--- src/rtl/regfile_writeback.sv ---
// Write-port driver for the 32x32 register file: MEM/WB register, 2-entry late-result buffer
// for the multi-cycle unit, and write-port arbitration. Optional bypass under WB_BYPASS_EN.

module regfile_writeback #(
  parameter int unsigned LATE_DEPTH = 2
) (
  input  logic        clock,
  input  logic        Rest,
  input  logic        mem_valid,
  input  logic        mem_reg_write,
  input  logic        mem_mem_to_reg,
  input  logic [4:0]  mem_dest,
  input  logic [31:0] mem_alu_result,
  input  logic [31:0] mem_load_data,
  input  logic        late_valid,
  input  logic [4:0]  late_dest,
  input  logic [31:0] late_data,
  output logic        late_ready,
  output logic        write_sig,
  output logic [4:0]  d_addr,
  output logic [31:0] writeback_data,
  output logic        late_busy,
  input  logic [4:0]  a_addr,
  input  logic [4:0]  b_addr,
  output logic        a_fwd,
  output logic        b_fwd,
  output logic [31:0] a_fwd_data,
  output logic [31:0] b_fwd_data
);

  // MEM/WB pipeline register
  logic        wb_we_q, wb_we_d;
  logic [4:0]  wb_dest_q, wb_dest_d;
  logic [31:0] wb_data_q, wb_data_d;

  // Late-result FIFO
  logic [1:0][4:0]  buf_dest_q, buf_dest_d;
  logic [1:0][31:0] buf_data_q, buf_data_d;
  logic [1:0]       count_q, count_d;
  logic             rd_ptr_q, rd_ptr_d;
  logic             wr_ptr_q, wr_ptr_d;

  logic        head_valid;
  logic [4:0]  head_dest;
  logic [31:0] head_data;
  logic        push_store;
  logic        pop;

  always_comb begin
    wb_we_d   = mem_valid & mem_reg_write & (mem_dest != 5'd0);
    wb_dest_d = mem_dest;
    wb_data_d = mem_mem_to_reg ? mem_load_data : mem_alu_result;
  end

  // Ready depends only on the count flop, so late_valid never loops back into it.
  assign late_ready = (count_q != 2'(LATE_DEPTH));
  assign late_busy  = (count_q != 2'd0);

  assign head_valid = (count_q != 2'd0);
  assign head_dest  = buf_dest_q[rd_ptr_q];
  assign head_data  = buf_data_q[rd_ptr_q];

  // Results for r0 are accepted so the multi-cycle unit can retire them, but never stored.
  assign push_store = late_valid & late_ready & (late_dest != 5'd0);

  always_comb begin
    write_sig      = 1'b0;
    d_addr         = 5'd0;
    writeback_data = 32'd0;
    pop            = 1'b0;
    if (wb_we_q) begin
      write_sig      = 1'b1;
      d_addr         = wb_dest_q;
      writeback_data = wb_data_q;
      // The pipeline value is newer in program order, so a matching head is stale.
      pop            = head_valid & (head_dest == wb_dest_q);
    end else if (head_valid) begin
      write_sig      = 1'b1;
      d_addr         = head_dest;
      writeback_data = head_data;
      pop            = 1'b1;
    end
  end

  always_comb begin
    buf_dest_d = buf_dest_q;
    buf_data_d = buf_data_q;
    wr_ptr_d   = wr_ptr_q;
    rd_ptr_d   = rd_ptr_q;
    count_d    = count_q;
    if (push_store) begin
      buf_dest_d[wr_ptr_q] = late_dest;
      buf_data_d[wr_ptr_q] = late_data;
      wr_ptr_d             = ~wr_ptr_q;
    end
    if (pop) begin
      rd_ptr_d = ~rd_ptr_q;
    end
    unique case ({push_store, pop})
      2'b10:   count_d = count_q + 2'd1;
      2'b01:   count_d = count_q - 2'd1;
      default: count_d = count_q;
    endcase
  end

  always_ff @(posedge clock or posedge Rest) begin
    if (Rest) begin
      wb_we_q    <= 1'b0;
      wb_dest_q  <= 5'd0;
      wb_data_q  <= 32'd0;
      buf_dest_q <= '0;
      buf_data_q <= '0;
      count_q    <= 2'd0;
      rd_ptr_q   <= 1'b0;
      wr_ptr_q   <= 1'b0;
    end else begin
      wb_we_q    <= wb_we_d;
      wb_dest_q  <= wb_dest_d;
      wb_data_q  <= wb_data_d;
      buf_dest_q <= buf_dest_d;
      buf_data_q <= buf_data_d;
      count_q    <= count_d;
      rd_ptr_q   <= rd_ptr_d;
      wr_ptr_q   <= wr_ptr_d;
    end
  end

`ifdef WB_BYPASS_EN
  always_comb begin
    a_fwd      = write_sig & (a_addr == d_addr);
    b_fwd      = write_sig & (b_addr == d_addr);
    a_fwd_data = a_fwd ? writeback_data : 32'd0;
    b_fwd_data = b_fwd ? writeback_data : 32'd0;
  end
`else
  logic unused_read_addr;
  assign unused_read_addr = ^{a_addr, b_addr};

  always_comb begin
    a_fwd      = 1'b0;
    b_fwd      = 1'b0;
    a_fwd_data = 32'd0;
    b_fwd_data = 32'd0;
  end
`endif

endmodule

--- config.mk ---
export PLATFORM = sky130hd
export DESIGN_NAME = regfile_writeback
export DESIGN_NICKNAME = d
export VERILOG_FILES = /design/src/rtl/regfile_writeback.sv
export SDC_FILE = /design/constraint.sdc
export NUM_CORES = 1
export LEC_CHECK = 0
export BUFFER_PORTS_ARGS = -buffer_cell sky130_fd_sc_hd__buf_2
export CAP_MARGIN = 20
export CORE_MARGIN = 3
export CORE_UTILIZATION = 44
export DETAILED_ROUTE_END_ITERATION = 16
export GPL_ROUTABILITY_DRIVEN = 0
export MAX_ROUTING_LAYER = met4
export PLACE_DENSITY_LB_ADDON = 0.3
export SETUP_SLACK_MARGIN = 0.3
export SLEW_MARGIN = 20
export SYNTH_ARGS = -nofsm -noshare
export SYNTH_HDL_FRONTEND = slang
export SYNTH_SLANG_ARGS = --single-unit
--- constraint.sdc ---
create_clock -name clock -period 3.8 [get_ports clock]
set_clock_uncertainty 0.2 [all_clocks]
set_input_delay 0.19 -clock clock [delete_from_list [all_inputs] [get_ports clock]]
set_output_delay 0.19 -clock clock [all_outputs]
set_load 0.02 [all_outputs]
==> impl_metrics.tcl, run 1 <==
set metrics [dict create \
    outcome "finished, final reports clean" \
    synth_edf_count 0 \
    multi_input_area_mm2 0.00242 \
    startpoint_type "flop" \
    die-area_mm2 0.0145 \
    cts_tree "built" \
    max_stage_delay_ps 810 \
    synth_flop_cell "dfrtp_1" \
    fin_crit_ps 2750 \
    first_global_vias 4495 \
    ctsResizeCount 0 \
    ant_nets 0 \
    required_ps 3410 \
    p_comb_share_pct 37.6 \
    drv_cap 0 \
    grt_max_degree 78 \
    crit_type "reg -> out" \
    die_w_um 120 \
    ys_types 30 \
    drt_iter0_drc 135 \
    setup_viol 0 \
    p_sw_share_pct 32.9 \
    finalHoldViolations 0 \
    pin_count 228 \
    yosysSeqAreaShare_pct 50.4 \
    dp_hpwl_mm 8.09 \
    synth_top_cell_area_share_pct 50.4 \
    p_int_mw 4.06 \
    crit_fanout 22 \
    clock_sinks 116 \
    synth_most_common_cell "dfrtp_1" \
    dieHeight_um 120 \
    finalMaxSlewViolations 0 \
    grt.total_usage_pct 20.3 \
    synth_warnings 0 \
    setup_tns_ps 0 \
    synthCells 452 \
    antenna_found_initial 0 \
    seq_area_mm2 0.00290 \
    crit_slowest_cell "dfrtp_2" \
    initial_utilization_pct 45.2 \
    grt.overflow.total 0 \
    clk_latency_ps 410 \
    yosys.area.top_type "dfrtp_1" \
    wire_per_inst_um 15.5 \
    fin_crit_sh_pct 72.3 \
    h-tree-depth 4 \
    port_buffers 151 \
    cp.arrival_ps 2360 \
    fill_cells 956 \
    grt_pass1_wl_mm 22.3 \
    core.rowCount 41 \
    final_cell_area_mm2 0.00812 \
    worst_pin_slew_ps 947 \
    clk_root_buffer_cell "clkbuf_16" \
    synth_common_cells "dfrtp_1, mux2_2, buf_4" \
    p_leak_nw 3.94 \
    avgSynthCellArea_um2 12.7 \
    drt-pass1-iter-count 4 \
    ir_worst_vdd_v 0.000353 \
    pwr-share-clk_pct 29.4 \
    p_seq_share_pct 32.9 \
    drive_gt1_share_pct 41.4 \
    antenna_cells 0 \
    via_per_inst 4.63 \
    async_reset_ff_share_pct 100 \
    relSlewSlack_pct 36.9 \
    ys_ff_latch 116 \
    wirelength_mm 13.9 \
    cts.reportedPaths.clkPinSlew_ps 50 \
    cts_setup_buffers 0 \
    vias 4144 \
    area_growth_pct 41.1 \
    nets 835 \
    path_cells "buf_4, mux2i_1, o21ai_0, buf_2" \
    power.density_mw_per_mm2 746 \
    cts_buffers 17 \
    cts_buffer_depth 2 \
    syn_area_mm2 0.00576 \
    placed_area_mm2 0.00635 \
    hp-class "in -> reg" \
    post-route-drc-count 0 \
    switchingPower_mw 1.99 \
    fp.coreArea_mm2 0.0127 \
    rsz0062_at_grt "no" \
    hold_buffers 110 \
    fmax_ghz 0.364 \
    synth_area_leaders "dfrtp_1, mux2_2, buf_4" \
    critPathCaptureType "primary output" \
]
## layer usage
layer | global-route usage (%) | wire length (um) | vias to the layer above
met4 | 7.22 | 125 | 0
li1 | - | - | 1932
met1 | 23.8 | 5700 | 2025
met5 | - | 0 | -
met2 | 34.5 | 7270 | 176
met3 | 4.44 | 840 | 11
## placed cells by master, fill, tap and decap left out, types with 2 or more instances in the layout
master         instances
buf_2                151
dfrtp_1              115
dlygate4sd3_1        110
mux2_2                87
conb_1                66
nand2_1               39
mux2i_1               37
o21ai_0               37
mux2_4                19
clkbuf_16             17
xnor2_1                7
clkbuf_8               5
bufinv_16              5
clkinv_2               3
buf_4                  3
nand2b_1               2
xor2_1                 2
or3_1                  2
## path summary, 6_finish.rpt
| path | cells past startpoint | end | slack (ps) | startpoint |
|---|---|---|---|---|
| min in group asynchronous | 3 | wb_data_q[18] | 360 | Rest |
| max | 4 | writeback_data[24] | 1050 | rd_ptr_q |
| max reg2reg | 8 | count_q[1] | 1140 | rd_ptr_q |
| max in group asynchronous | 4 | buf_data_q[39] | 2250 | Rest |
| min | 2 | wb_dest_q[1] | 240 | mem_dest[1] |
| min reg2reg | 1 | buf_data_q[37] | 300 | buf_data_q[37] |
## power groups by stage
stage | sequential (mW) | clock [mW] | combinational (mW)
floorplan | 1.88 | 0 | 1.80
global placement | 1.98 | 0 | 2.12
detailed placement | 2.01 | 0 | 2.16
CTS | 1.99 | 1.81 | 2.28
global route | 2.05 | 1.87 | 2.47
finish | 2.00 | 1.78 | 2.28
## registers in the layout, summed over array words and instances (netlist names)
name / flops
rd_ptr_q: 1
wr_ptr_q: 1
wb_data_q: 32
buf_dest_q: 10
wb_we_q: 1
count_q: 2
wb_dest_q: 5
buf_data_q: 64
## cell type report
cell class	count	share of cell area, %
Sequential cell	116	35.8
Multi-Input combinational cell	309	29.8
Timing Repair Buffer	265	23.4
Clock buffer	22	6.08
Tap cell	172	2.65
Clock inverter	9	2.13
Inverter	3	0.169
## per-stage QoR
| stage | setup slack, ps | total power [mW] | util, % | hold slack (ps) | instances |
|---|---|---|---|---|---|
| floorplan | 338 | 3.68 | - | 21.4 | 517 |
| global placement | 1150 | 4.10 | 50.0 | 113 | 755 |
| detailed placement | 1120 | 4.18 | 50.0 | 114 | 755 |
| CTS | 1120 | 6.08 | 63.8 | 218 | 896 |
| global route | 940 | 6.39 | 63.8 | 233 | 896 |
| finish | 1050 | 6.06 | 63.8 | 244 | 896 |
## critical path: cells and delay by family (launching register included)
family | cells | cell delay (ps)
buffers and inverters | 2 | 680
AO/OA/AOI/OAI | 1 | 290
flip-flops | 1 | 810
multiplexers | 1 | 130
## kinds of logic (layout without fill, tap and decap cells)
| group | after synthesis | count (layout) | share of synthesized area [%] |
|---|---|---|---|
| buffers and inverters | 92 | 299 | 11.7 |
| and+or+nand+nor | 50 | 50 | 3.91 |
| DFF | 116 | 116 | 50.4 |
| muxes | 143 | 143 | 28.4 |
| adders and majority gates | 1 | 1 | 0.217 |
| other | 1 | 66 | 0.0652 |
| xor gates and xnor gates | 9 | 9 | 1.37 |
| AOI/OAI and AO/OA | 40 | 40 | 3.89 |
Note: power is estimated with default switching activity, not from simulation.
==> inputs of run 2 (changes only) <==
--- a/config.mk
+++ b/config.mk
@@ -5,6 +5,7 @@
 export SDC_FILE = /design/constraint.sdc
 export NUM_CORES = 1
 export LEC_CHECK = 0
+export ABC_AREA = 1
 export BUFFER_PORTS_ARGS = -buffer_cell sky130_fd_sc_hd__buf_2
 export CAP_MARGIN = 20
 export CORE_MARGIN = 3
==> constraint.sdc (replaced) <==
create_clock -name clock -period 2.63 [get_ports clock]
set_clock_uncertainty 0.2 [all_clocks]
set_input_delay 0.1315 -clock clock [delete_from_list [all_inputs] [get_ports clock]]
set_output_delay 0.1315 -clock clock [all_outputs]
set_load 0.02 [all_outputs]
==> impl_metrics.tcl, run 2 <==
set metrics [dict create \
    outcome "finished, final reports clean" \
    ys_ff_latch 116 \
    required_ps 2700 \
    drt-pass1-iter-count 5 \
    cts_setup_buffers 0 \
    rsz0062_at_grt "yes" \
    grt.total_usage_pct 20.7 \
    path_common_cell "nand2_1" \
    critPathCaptureType "flop" \
    h-tree-depth 4 \
    yosys.area.top_type "dfrtp_1" \
    antenna_cells 0 \
    drt_iter0_drc 245 \
    initial_utilization_pct 45.6 \
    hold_depth 5 \
    reg2reg_slack_ps 390 \
    finalMaxSlewViolations 0 \
    antenna_found_initial 0 \
    crit_slowest_cell "dfrtp_2" \
    synth_most_common_cell "nand2_1" \
    largest_reg_flops 64 \
    via_per_inst 4.65 \
    final_cell_area_mm2 0.00814 \
    largest_register "buf_data_q" \
    finalPower_mw 8.15 \
    synth_warnings 0 \
    p_leak_nw 4.18 \
    hold-worst-slack_ps 37.7 \
    port_buffers 151 \
    async_reset_ff_share_pct 100 \
    synthCells 622 \
    crit_type "reg -> reg" \
    fin_crit_ps 2240 \
    fill_cells 1000 \
    grt_pass1_wl_mm 23.3 \
    vias 4928 \
    ant_nets 0 \
    synth_edf_count 0 \
    cts_buffer_depth 2 \
    clk_root_buffer_cell "clkbuf_16" \
    synth_common_cells "nand2_1, dfrtp_1, o21ai_0" \
    die-area_mm2 0.0147 \
    core.rowCount 41 \
    cts.reportedPaths.clkPinSlew_ps 50 \
    top_regs "buf_data_q: 64 flops, wb_data_q: 32 flops, buf_dest_q: 10 flops" \
    max_stage_delay_ps 430 \
    synth_flop_cell "dfrtp_1" \
    nets 998 \
    power.density_mw_per_mm2 1000 \
    post-route-drc-count 0 \
    setup_tns_ps 0 \
    placed_area_mm2 0.00646 \
    die_w_um 121 \
    r2r_start "rd_ptr_q" \
    finalHoldViolations 0 \
    drive_gt1_share_pct 28.1 \
    r2r-end "count_q[1]" \
    cts_buffers 17 \
    grt.overflow.total 0 \
    ys_types 26 \
    syn_area_mm2 0.00583 \
    drv_cap 0 \
    wire_per_inst_um 13.6 \
    ir_worst_vdd_v 0.000567 \
    hp-class "in -> reg" \
    crit_start "rd_ptr_q" \
    cts_tree "built" \
    setup_viol 0 \
    fp.coreArea_mm2 0.0128 \
    yosysSeqAreaShare_pct 49.8 \
    clk_latency_ps 400 \
    cp.arrival_ps 2310 \
    r2r_cells 11 \
    clock_sinks 116 \
    first_global_vias 5061 \
    worst_pin_slew_ps 821 \
    wirelength_mm 14.4 \
    fin_crit_sh_pct 85.2 \
    dp_hpwl_mm 8.68 \
    path_cells "buf_6, nand2_1, nand3_1, nand2_1, nor2_1, nand3_1, nand2_1, ha_1, a21oi_1, o21ai_0, xnor2_1" \
    cp-endpoint "count_q[1]" \
    fmax_ghz 0.446 \
    startpoint_type "flop" \
    area_growth_pct 39.7 \
    synth_area_leaders "dfrtp_1, nand2_1, buf_4" \
    mostFrequentLayoutCell "buf_2" \
    dieHeight_um 121 \
    relSlewSlack_pct 45.3 \
    synth_top_cell_area_share_pct 49.8 \
    final_cell_mix "buf_2, nand2_1, dfrtp_1" \
    crit_fanout 19 \
    pin_count 228 \
    grt_max_degree 117 \
    avgSynthCellArea_um2 9.37 \
]
==> run 2: cell families after synthesis <==
kind of cell | Yosys count | synth area share, %
flops | 116 | 49.8
simple gates | 167 | 11.2
compound gates | 114 | 11.3
buf+inv | 157 | 15.4
mux | 64 | 11.7
xor+xnor | 2 | 0.301
fa+ha+maj | 1 | 0.215
other cells | 1 | 0.0643
==> run 2: power by group <==
group          internal [mW]  total [mW]  leakage [nW]  switching (mW)
clock                   1.46        2.22         0.282           0.762
sequential              2.40        2.76          1.41           0.359
combinational           1.23        3.16          2.48            1.94
==> run 2: area by class of cell <==
class	count	area, um^2	share of cell area (%)
clock buffer	22	474	5.82
multi-input combinational	414	2280	28.0
sequential	116	2900	35.7
clock inverter	9	104	1.28
tap	172	215	2.64
timing repair buffer	268	1940	23.9
inverter	58	225	2.77
==> run 2: worst max-delay path: cells and delay by family (launching register included) <==
kind                     cells  cell delay [ps]
AO/OA/AOI/OAI                2              220
XOR/XNOR                     1              140
adder cells (fa/ha/maj)      1              250
buffers and inverters        1              250
flip-flops                   1              430
AND/OR/NAND/NOR              6              620
==> run 2: how the worst min path moves through the flow <==
stage                startpoint      endpoint
floorplan           mem_dest[0]  wb_dest_q[0]
detailed placement  mem_dest[3]  wb_dest_q[3]
CTS                  late_valid      wr_ptr_q
global route         late_valid      wr_ptr_q
global placement    mem_dest[2]  wb_dest_q[2]
finish               late_valid      wr_ptr_q
==> run 2: repair_timing <==
action | 4_1_cts | 5_1_grt
cloned | 0 | 0
hold buffers | 109 | 0
hold endpoints to repair | 228 | 0
gates resized for setup | 1 | 4
endpoints found under the setup margin | 34 | 35
==> run 2: metrics by stage <==
stage,instances,worst slack [ps],util (%)
floorplan,687,617,-
global placement,919,464,50.6
detailed placement,919,367,50.6
CTS,1059,314,63.6
global route,1059,258,63.8
finish,1059,390,63.8
==> run 2: layer usage <==
layer | wire, um | up-vias | track usage, %
li1 | - | 2377 | -
met1 | 5960 | 2340 | 24.3
met2 | 7450 | 193 | 35.4
met3 | 887 | 18 | 4.85
met4 | 148 | 0 | 6.09
met5 | 0 | - | -
==> inputs of run 3 (changes only) <==
--- a/config.mk
+++ b/config.mk
@@ -8,7 +8,7 @@
 export ABC_AREA = 1
 export BUFFER_PORTS_ARGS = -buffer_cell sky130_fd_sc_hd__buf_2
 export CAP_MARGIN = 20
-export CORE_MARGIN = 3
+export CORE_MARGIN = 2
 export CORE_UTILIZATION = 44
 export DETAILED_ROUTE_END_ITERATION = 16
 export GPL_ROUTABILITY_DRIVEN = 0
==> impl_metrics.tcl, run 3 (synthesis gave the netlist of run 2 again) <==
set metrics [dict create \
    instances_no_fill 1064 \
    largest_reg_flops 64 \
    power.density_mw_per_mm2 1000 \
    die-area_mm2 0.0142 \
    worst_pin_slew_ps 790 \
    core.rowCount 42 \
    cts_tree "built" \
    port_buffers 151 \
    cts_buffers 17 \
    die_w_um 119 \
    ir_worst_vdd_v 0.000489 \
    cp.arrival_ps 2370 \
    hold-worst-slack_ps 81.2 \
    placed_area_mm2 0.00643 \
    wire_per_inst_um 13.5 \
    finalHoldViolations 0 \
    fin_crit_sh_pct 87.0 \
    cts.reportedPaths.clkPinSlew_ps 50 \
    seq_area_mm2 0.00290 \
    final_cell_mix "buf_2, nand2_1, dfrtp_1" \
    outcome "finished, final reports clean" \
    finalMaxSlewViolations 0 \
    via_per_inst 4.73 \
    h-tree-depth 4 \
    dieHeight_um 119 \
    grt_max_degree 117 \
    relSlewSlack_pct 47.4 \
    cts_buffer_depth 2 \
    drv_cap 0 \
    fin_crit_ps 2290 \
    fmax_ghz 0.437 \
    fill_cells 1030 \
    path_common_cell "nand2_1" \
    drt_iter0_drc 310 \
    multi_input_area_mm2 0.00228 \
    path_cells "clkinvlp_2, nand2_1, nand3_1, nand2_1, nor2_1, nand3_1, nand2_1, ha_1, a21oi_1, o21ai_0, xnor2_1" \
    initial_utilization_pct 44.5 \
    pin_count 228 \
    critPathBufInv 1 \
    clk_latency_ps 400 \
    final_cell_area_mm2 0.00817 \
    post-route-drc-count 0 \
    top_regs "buf_data_q: 64 flops, wb_data_q: 32 flops, buf_dest_q: 10 flops" \
    crit_type "reg -> reg" \
    area_growth_pct 40.1 \
    fp.coreArea_mm2 0.0131 \
    max_stage_delay_ps 470 \
    clk_root_buffer_cell "clkbuf_16" \
    crit_slowest_cell "dfrtp_2" \
    dp_hpwl_mm 7.90 \
    nets 1002 \
    grt.total_usage_pct 20.9 \
    first_global_vias 5064 \
    wirelength_mm 14.4 \
    mostFrequentLayoutCell "buf_2" \
    vias 5028 \
    drt-pass1-iter-count 7 \
    rsz0062_at_grt "yes" \
    setup_viol 0 \
    drive_gt1_share_pct 28.2 \
    clock_sinks 116 \
    startpoint_type "flop" \
    antenna_cells 0 \
    hp-class "in -> reg" \
    required_ps 2710 \
    grt.overflow.total 0 \
    p_leak_nw 4.19 \
    grt_pass1_wl_mm 23.0 \
    crit_fanout 6 \
    ant_nets 0 \
    setup_tns_ps 0 \
    antenna_found_initial 0 \
    critPathCaptureType "flop" \
    largest_register "buf_data_q" \
    critPathTopFamily "simple AND/OR/NAND/NOR gates" \
    dp.cells 921 \
]
[run 3: changes by cell type in the layout (fill, tap and decap cells not counted), sizes merged]
cell	delta
clkinv	-2
or2	+1
buf	+1
clkinvlp	-1
clkbuf	+2
[run 3: cell type report]
| type | instances | share of cell area [%] |
|---|---|---|
| inverter | 58 | 2.76 |
| clock inverter | 5 | 0.919 |
| timing repair inverter | 1 | 0.0613 |
| multi-input combinational | 415 | 28.0 |
| tap | 176 | 2.70 |
| clock buffer | 23 | 6.10 |
| timing repair buffer | 270 | 23.9 |
| sequential | 116 | 35.6 |
[run 3: report_power, final]
| group | total (mW) | leakage (nW) | switching (mW) | internal [mW] |
|---|---|---|---|---|
| registers | 2.77 | 1.41 | 0.368 | 2.41 |
| clock network | 2.21 | 0.287 | 0.719 | 1.49 |
| logic | 3.22 | 2.50 | 1.96 | 1.26 |
| total | 8.21 | 4.19 | 3.05 | 5.15 |
[run 3: layer usage]
metal | up-vias | track usage [%] | wire [um]
li1 | 2382 | - | -
met1 | 2356 | 24.7 | 5870
met2 | 255 | 34.6 | 7170
met3 | 35 | 4.84 | 1070
met4 | 0 | 8.48 | 301
met5 | - | - | 0
[run 3: final timing paths]
kind,cells past startpoint,end,start,slack (ps)
worst max-delay path,11,count_q[1],rd_ptr_q,340
worst min register to register,2,buf_data_q[32],buf_data_q[32],280
min in group asynchronous,4,wb_data_q[4],Rest,240
max in group asynchronous,4,rd_ptr_q,Rest,1480
worst max register to register,11,count_q[1],rd_ptr_q,340
worst min-delay path,5,wr_ptr_q,late_valid,80
[run 3: through the flow]
stage / power [mW] / setup slack [ps] / util, %
finish: 8.21 / 341 / 62.4
floorplan: 5.01 / 617 / -
global route: 8.79 / 166 / 62.4
detailed placement: 5.71 / 319 / 49.2
global placement: 5.59 / 424 / 49.2
CTS: 8.11 / 313 / 61.9
[run 3: what timing repair did]
action | in CTS | in global routing
setup endpoints to repair | 0 | 63
hold buffers | 109 | 0
endpoints found under the hold margin | 229 | 0
setup buffers | 0 | 4
gates resized for setup | 0 | 9
[run 3: worst min-delay path, cell delays in order]
cell and delay [ps]:
buf_2 100, a21boi_2 160, nand2_2 130, nand2_1 60
nand2_1 60
